===== src/rtl/cond_decrement_stream.sv =====
// Streaming inverse of the conditional-increment map f(a) = (a > THRESHOLD) ? a : a+1.
// Two-stage valid/ready pipeline that flags ambiguous (THRESHOLD+1) and invalid (0) words.
package cond_decrement_stream_pkg;
    typedef enum logic [1:0] {
        CLS_PASS    = 2'd0,
        CLS_AMBIG   = 2'd1,
        CLS_DEC     = 2'd2,
        CLS_INVALID = 2'd3
    } cls_e;
endpackage

module cond_decrement_classify
    import cond_decrement_stream_pkg::*;
#(
    parameter int unsigned WIDTH     = 32,
    parameter int unsigned THRESHOLD = 4096
) (
    input  logic [WIDTH-1:0] b_i,
    output cls_e             cls_o
);
    localparam logic [WIDTH-1:0] AMBIG_B = WIDTH'(THRESHOLD) + WIDTH'(1);

    always_comb begin
        cls_o = CLS_DEC;
        if (b_i == '0) begin
            cls_o = CLS_INVALID;
        end else if (b_i == AMBIG_B) begin
            cls_o = CLS_AMBIG;
        end else if (b_i > AMBIG_B) begin
            cls_o = CLS_PASS;
        end
    end
endmodule

module cond_decrement_stream
    import cond_decrement_stream_pkg::*;
#(
    parameter int unsigned WIDTH     = 32,
    parameter int unsigned THRESHOLD = 4096,
    parameter int unsigned CNT_W     = 16
) (
    input  logic             clk,
    input  logic             rst,
    input  logic             in_valid,
    output logic             in_ready,
    input  logic [WIDTH-1:0] in_data,
    output logic             out_valid,
    input  logic             out_ready,
    output logic [WIDTH-1:0] out_data,
    output logic             out_ambig,
    output logic             out_invalid,
    output logic [CNT_W-1:0] ambig_count,
    output logic [CNT_W-1:0] invalid_count
);
    cls_e             cls_w;
    cls_e             s1_cls_q, s1_cls_d;
    logic             s1_valid_q, s1_valid_d;
    logic [WIDTH-1:0] s1_data_q, s1_data_d;

    logic             out_valid_q, out_valid_d;
    logic [WIDTH-1:0] out_data_q, out_data_d;
    logic             out_ambig_q, out_ambig_d;
    logic             out_invalid_q, out_invalid_d;
    logic [CNT_W-1:0] ambig_cnt_q, ambig_cnt_d;
    logic [CNT_W-1:0] invalid_cnt_q, invalid_cnt_d;

    logic             s2_load;
    logic             out_xfer;
    logic [WIDTH-1:0] a_w;
    logic             amb_w;
    logic             inv_w;

    cond_decrement_classify #(
        .WIDTH     (WIDTH),
        .THRESHOLD (THRESHOLD)
    ) u_classify (
        .b_i   (in_data),
        .cls_o (cls_w)
    );

    assign s2_load  = !out_valid_q || out_ready;
    assign in_ready = !s1_valid_q || s2_load;
    assign out_xfer = out_valid_q && out_ready;

    always_comb begin
        a_w   = s1_data_q;
        amb_w = 1'b0;
        inv_w = 1'b0;
        case (s1_cls_q)
            CLS_PASS:    a_w = s1_data_q;
            CLS_AMBIG:   amb_w = 1'b1;
            CLS_DEC:     a_w = s1_data_q - WIDTH'(1);
            CLS_INVALID: begin
                a_w   = '0;
                inv_w = 1'b1;
            end
        endcase
    end

    always_comb begin
        s1_valid_d    = s1_valid_q;
        s1_data_d     = s1_data_q;
        s1_cls_d      = s1_cls_q;
        out_valid_d   = out_valid_q;
        out_data_d    = out_data_q;
        out_ambig_d   = out_ambig_q;
        out_invalid_d = out_invalid_q;
        ambig_cnt_d   = ambig_cnt_q;
        invalid_cnt_d = invalid_cnt_q;

        // s1 refills in the same cycle it hands its word to s2
        if (in_ready) begin
            s1_valid_d = in_valid;
            if (in_valid) begin
                s1_data_d = in_data;
                s1_cls_d  = cls_w;
            end
        end

        if (s2_load) begin
            out_valid_d = s1_valid_q;
            if (s1_valid_q) begin
                out_data_d    = a_w;
                out_ambig_d   = amb_w;
                out_invalid_d = inv_w;
            end
        end

        if (out_xfer && out_ambig_q && (ambig_cnt_q != '1)) begin
            ambig_cnt_d = ambig_cnt_q + CNT_W'(1);
        end
        if (out_xfer && out_invalid_q && (invalid_cnt_q != '1)) begin
            invalid_cnt_d = invalid_cnt_q + CNT_W'(1);
        end
    end

    always_ff @(posedge clk) begin
        if (rst) begin
            s1_valid_q    <= 1'b0;
            s1_data_q     <= '0;
            s1_cls_q      <= CLS_PASS;
            out_valid_q   <= 1'b0;
            out_data_q    <= '0;
            out_ambig_q   <= 1'b0;
            out_invalid_q <= 1'b0;
            ambig_cnt_q   <= '0;
            invalid_cnt_q <= '0;
        end else begin
            s1_valid_q    <= s1_valid_d;
            s1_data_q     <= s1_data_d;
            s1_cls_q      <= s1_cls_d;
            out_valid_q   <= out_valid_d;
            out_data_q    <= out_data_d;
            out_ambig_q   <= out_ambig_d;
            out_invalid_q <= out_invalid_d;
            ambig_cnt_q   <= ambig_cnt_d;
            invalid_cnt_q <= invalid_cnt_d;
        end
    end

    assign out_valid     = out_valid_q;
    assign out_data      = out_data_q;
    assign out_ambig     = out_ambig_q;
    assign out_invalid   = out_invalid_q;
    assign ambig_count   = ambig_cnt_q;
    assign invalid_count = invalid_cnt_q;
endmodule


===== config.mk =====
export PLATFORM = sky130hd
export DESIGN_NAME = cond_decrement_stream
export DESIGN_NICKNAME = d
export VERILOG_FILES = /design/src/rtl/cond_decrement_stream.sv
export SDC_FILE = /design/constraint.sdc
export NUM_CORES = 1
export LEC_CHECK = 0
export BUFFER_PORTS_ARGS = -buffer_cell sky130_fd_sc_hd__buf_2
export CORE_AREA = 2 2 85 120
export DETAILED_ROUTE_END_ITERATION = 8
export DIE_AREA = 0 0 87 122
export HOLD_SLACK_MARGIN = 0.03
export PLACE_DENSITY = 0.73
export SYNTH_ARGS = -nofsm -noshare
export SYNTH_HDL_FRONTEND = slang
export SYNTH_HIERARCHICAL = 1
export SYNTH_SLANG_ARGS = --single-unit

===== constraint.sdc =====
create_clock -name clk -period 2.2 [get_ports clk]
set_clock_uncertainty 0.05 [all_clocks]
set_input_delay 0 -clock clk [delete_from_list [all_inputs] [get_ports clk]]
set_output_delay 0 -clock clk [all_outputs]
set_load 0.01 [all_outputs]

==> flow_summary.yaml, run 1 <==
yosys:
  synth-compound-area-share: 0.1061
  avgSynthCellArea_sq_um: 8.195
  synthCells: 571
  synth_simple_gate_area_share: 0.3158
  syn-cell-area_sq_um: 4679
  syn-num-nets: 610
  synth-async-reset-ratio: 0
  yosysWarnings: 6
  synth_top_family_by_area: "simple AND/OR/NAND/NOR gates"
  synth_fa_ha_area_frac: 0.008021
  synth-edff-count: 0
  synth_flop_cell: "dfxtp_1"
  ys_types: 49
  ys_ff_latch: 102
  synthXorXnorAreaFrac: 0.09920
  ys_seq_area_frac: 0.4364
  synth_mux_area_frac: 0.004278
floorplanning:
  initial_core_util: 0.4859
  rows: 43
  die_y_um: 122
  die_w_um: 87
  io_pins: 104
  dieArea_sq_um: 10610
  coreArea_sq_um: 9630
cts:
  cts_max_level: 3
  cts_resized: 0
  root_buffer: "clkbuf_16"
  clock-sinks: 102
  cts.path.max_buffers: 2
  cts.clk_slew.worst_paths_ps: 70
  cts-buffers-inserted: 9
  cts_tree: "yes"
  worstSkewPairLatency_ps: 340
timing:
  hold_viol_final: 0
  setup_viol: 0
  slew_headroom: 0.6041
  finalMaxSlewViolations: 0
  finalCritPeriodShare: 0.9247
  tightestPinTransition_ps: 589.3
  rsz0062_at_grt: "no"
  fmax_mhz: 491.6
  finalCriticalPeriod_ps: 2034
  tns_ps: 0
  setup_ws_ps: 165.7
place:
  hpwl_mm: 8.637
  placedCellCount: 775
  io_buffers: 103
  dp_slack_ps: 193.7
  gp_congestion: 0.9336
pwr:
  ir_drop_uv: 402.7
  powerDensity_nw_per_um2: 638.0
  leakagePower_nw: 2.330
layout:
  antenna_cells: 0
  stdcell_count: 824
  final_cell_mix: "nand2_1 (108), buf_2 (103), dfxtp_1 (102)"
  areaGrowthSynthToFinish_pct: 27.54
  layout-drive-gt1-share: 0.2163
  num-nets-final: 747
  final_common_cell: "nand2_1"
setup_path:
  crit_buf_inv: 0
  reg2reg_depth: 4
  path_class: "flip-flop to flip-flop"
  cp.required_ps: 2380
  cp_cell_sequence: "nor4_1 -> nand2b_1 -> or4_1 -> a221o_1"
  max_stage_delay_ps: 580
  end_kind: "flip-flop"
  path_depth: 4
  critPathLaunchType: "flip-flop"
  cp_slowest_cell: "or4_1"
  path_max_fanout: 6
  worstPathArrival_ps: 2210
  critical_path.top_delay_family: "simple AND/OR/NAND/NOR gates"
detailed_routing:
  wl_per_cell_um: 14.60
  vias: 4468
  viasPerCell: 5.422
  firstDrtPassIters: 5
  routed_wl_mm: 12.03
  drc: 0
  drt_first_iter_violations: 240
  drtAntennaViolNets: 0
global_routing:
  grt_pass1_wl_mm: 19.58
  grt_pass1_vias: 4268
  overflow: 0
  antenna_found_initial: 0
  grt_max_degree: 40
  grt_usage: 0.2325
outcome:
  status: "complete, no violations"
worst_hold_path:
  min_path_type: "primary input to flip-flop"
  worstHoldPathCells: 3
flow_run:
  cap_violations: 0
[worst reg2reg max path, cell delays in order, from the launching register on]
cell	delay, ps
dfxtp_1	360
nor4_1	480
nand2b_1	150
or4_1	580
a221o_1	310
[per-layer routing]
layer | track usage | vias to the layer above | share of wire
met5 | 0 | - | 0
met4 | 0.09961 | 0 | 0.023
met3 | 0.04404 | 20 | 0.047
met2 | 0.4094 | 123 | 0.52
met1 | 0.2707 | 2071 | 0.41
li1 | - | 2254 | -
[cell usage after synthesis, types with 5 or more instances]
| cell type | instances | share of area |
|---|---|---|
| nand2_1 | 108 | 0.087 |
| dfxtp_1 | 102 | 0.44 |
| nor2_1 | 51 | 0.041 |
| a21oi_1 | 46 | 0.049 |
| xnor2_1 | 41 | 0.077 |
| clkbuf_1 | 24 | 0.019 |
| nor3_1 | 22 | 0.024 |
| o21ai_0 | 20 | 0.021 |
| nor4_1 | 19 | 0.025 |
| nand3_1 | 14 | 0.015 |
| nand4_1 | 12 | 0.016 |
| xor2_1 | 12 | 0.022 |
| o21ai_1 | 9 | 0.0096 |
| a211oi_1 | 7 | 0.011 |
| and3_1 | 7 | 0.0094 |
| inv_1 | 6 | 0.0048 |
| or2_2 | 5 | 0.0067 |
| or3_1 | 5 | 0.0067 |
| or4_1 | 5 | 0.0080 |
[through the flow]
stage                     hold WS (ps)  power (W)  instance area [sq um]  utilization
after global placement           187.8   0.002318                   5351       0.5557
after floorplan                  67.43   0.002197                   4679            -
after CTS                        80.04   0.003839                   5968       0.6197
after detailed placement         201.9   0.002326                   5351       0.5557
after global routing             131.0   0.003957                   5968       0.6197
final                            84.11   0.003807                   5968       0.6197
[final timing paths]
kind | from | end | slack [ps]
worst max-delay path | s1_data_q[19] | out_data[25] | 170
worst min-delay path | rst | out_data[25] | 80
worst max register to register | s1_data_q[19] | out_data[25] | 170
worst min register to register | out_data[14] | out_data[14] | 400
[state kept, by name, summed over array words and instances, names as in the netlist]
name           cells
out_data          32
s1_data_q         32
ambig_count       16
invalid_count     16
s1_cls_q           2
out_ambig          1
out_invalid        1
out_valid          1
s1_valid_q         1
[timing repair]
action,4_1_cts,5_1_grt
hold buffers,34,0
buffers inserted,0,0
hold endpoints to repair,35,0
[cell families after synthesis]
family	count (synthesis)
AND/OR/NAND/NOR	286
flip-flops	102
AO/OA/AOI/OAI	90
XOR/XNOR	53
buffers and inverters	35
adder cells (fa/ha/maj)	3
multiplexers	2
[area by class of cell]
cell class / count / area (sq um)
Timing Repair Buffer: 155 / 991.0
Clock inverter: 3 / 20.02
Tap cell: 112 / 140.1
Clock buffer: 12 / 256.5
Fill cell: 841 / 3662
Sequential cell: 102 / 2042
Inverter: 6 / 22.52
Multi-Input combinational cell: 434 / 2496
[power by group]
group / leakage [nW] / total [W] / internal (W) / switching [W]
registers: 0.830 / 0.00196 / 0.00190 / 0.0000568
logic: 1.37 / 0.000378 / 0.000173 / 0.000206
clock network: 0.131 / 0.00147 / 0.000821 / 0.000653
total: 2.33 / 0.00381 / 0.00289 / 0.000915
Power figures use the tool's default switching activity.
==> run 2: changes to the inputs <==
Settings changed: CORE_AREA 2 2 85 120 to 2 2 86 121, DIE_AREA 0 0 87 122 to 0 0 88 123, PLACE_DENSITY 0.73 to 0.75.
Clock period 2.2 ns to 1.8 ns, I/O delays scaled along.
==> run 2 against run 1 <==
  * The flow now finishes with violations (setup timing)
  * Core utilization grew 7.1 points
  * Non-clock buffer count up 45
  * Fmax is 5.6% higher
  * Die area up 2.0%
  * Total power up 35%
  * Clock power increased by 46%
  * Critical path type unchanged
==> flow_summary.yaml, run 2 (same netlist as run 1, synthesis figures left out) <==
outcome:
  status: "finished with violations"
  violations: "setup timing"
pwr:
  leakagePower_nw: 2.660
  ir_drop_uv: 542.4
  seqPwrFrac: 0.463
  total_power_w: 0.005141
  p_sw_w: 0.001238
  p_clk_frac: 0.417
  netSwitchingFraction: 0.2409
  p_int_w: 0.003903
  combinationalPowerShare: 0.120
  powerDensity_nw_per_um2: 764.9
global_routing:
  grt_pass1_vias: 4739
  overflow: 0
  grt_max_degree: 49
  grt_pass1_wl_mm: 21.15
  grt_usage: 0.2465
  antenna_found_initial: 0
setup_path:
  critical_path.top_delay_family: "simple AND/OR/NAND/NOR gates"
  cp_cell_sequence: "or4_1 -> or4_4 -> nor4_4 -> xnor2_1 -> o21ai_2"
  rr_startpoint: "s1_data_q[19]"
  ff2ff_setup_slack_ps: -130
  cp.required_ps: 1990
  worstPathArrival_ps: 2120
  max_stage_delay_ps: 590
  cp_slowest_cell: "or4_1"
  path_max_fanout: 3
  crit_buf_inv: 0
  end_kind: "flip-flop"
  path_class: "flip-flop to flip-flop"
  critPathLaunchType: "flip-flop"
  reg2reg_depth: 5
  r2r_end: "out_data[31]"
timing:
  slew_headroom: 0.6693
  tns_ps: -389.2
  setup_viol: 7
  tightestPinTransition_ps: 496.0
  finalCritPeriodShare: 1.070
  setup_ws_ps: -126.9
  fin_hold_ws_ps: 101.7
  fmax_mhz: 519.0
  hold_viol_final: 0
  finalMaxSlewViolations: 0
  rsz0062_at_grt: "yes"
  finalCriticalPeriod_ps: 1927
layout:
  stdcell_count: 893
  regArea_sq_um: 2066
  antenna_cells: 0
  num-nets-final: 792
  final_common_cell: "nand2_1"
  layout-drive-gt1-share: 0.3311
  fill_cells: 731
  final_cell_mix: "nand2_1 (108), buf_2 (103), dfxtp_1 (87)"
  stdcell_area_sq_um: 6721
  areaGrowthSynthToFinish_pct: 43.64
  multi_input_area_sq_um: 2769
floorplanning:
  die_w_um: 88
  dieArea_sq_um: 10820
  io_pins: 104
  coreArea_sq_um: 9738
  die_y_um: 123
  rows: 43
  initial_core_util: 0.4805
worst_hold_path:
  hp-start: "rst"
  min_path_type: "primary input to flip-flop"
  holdPathEnd: "invalid_count[13]"
  worstHoldPathCells: 3
place:
  postPlaceCellArea_sq_um: 5764
  gp_congestion: 0.8998
  io_buffers: 103
  placedCellCount: 839
  hpwl_mm: 9.160
cts:
  cts_max_level: 3
  clock-sinks: 102
  cts.clk_slew.worst_paths_ps: 70
  cts.path.max_buffers: 2
  cts-buffers-inserted: 9
  worstSkewPairLatency_ps: 350
  root_buffer: "clkbuf_16"
  cts_tree: "yes"
detailed_routing:
  routed_wl_mm: 13.94
  firstDrtPassIters: 4
  drt_first_iter_violations: 236
  wl_per_cell_um: 15.61
  vias: 4840
  drc: 0
  viasPerCell: 5.420
  drtAntennaViolNets: 0
flow_run:
  cap_violations: 0
run 2: timing repair:
action                     4_1_cts  5_1_grt
gates resized for setup          9       49
buffers inserted                 2        1
setup endpoints to repair       11       58
hold buffers                    34        0
hold endpoints to repair        35        0
pin swaps                        4       10
gates cloned                     0        1
run 2: final cells by class:
cell class                 count  share of cell area
sequential                   102              0.3073
clock buffer                  11             0.03760
tap                          135             0.02513
inverter                       6            0.003351
clock inverter                 5             0.01210
multi-input combinational    434              0.4120
timing repair buffer         200              0.2025
run 2: stage by stage:
step	utilization	worst slack (ps)
after detailed placement	0.5919	-99.58
after global routing	0.6902	-186.7
final	0.6902	-126.9
after global placement	0.5919	-89.00
after floorplan	-	-92.37
after CTS	0.6676	-114.7
run 2: tightest hold or removal path, cell delays in order:
cell	delay, ps
buf_2	110
buf_4	230
nor2_1	120
run 2: per-layer routing:
metal | part of all wire | global-route usage
met5 | 0 | 0
met4 | 0.051 | 0.1500
met3 | 0.045 | 0.04673
met2 | 0.52 | 0.4394
met1 | 0.39 | 0.2639
run 2: worst max-delay path by stage:
stage	from	end	slack, ps	cells after the start
finish	s1_data_q[19]	out_data[31]	-130	5
global route	s1_data_q[25]	out_data[31]	-190	5
CTS	s1_data_q[23]	out_data[31]	-110	5
detailed placement	s1_data_q[23]	out_data[31]	-100	5
global placement	s1_data_q[23]	out_data[31]	-90	5
floorplan	s1_data_q[11]	out_data[25]	-90	4
run 2: power groups by stage:
stage,logic [W],registers (W),clock network [W]
floorplan,0.000253,0.00244,0
global placement,0.000478,0.00242,0
detailed placement,0.000487,0.00242,0
CTS,0.000565,0.00238,0.00216
global route,0.000661,0.00238,0.00223
finish,0.000617,0.00238,0.00214
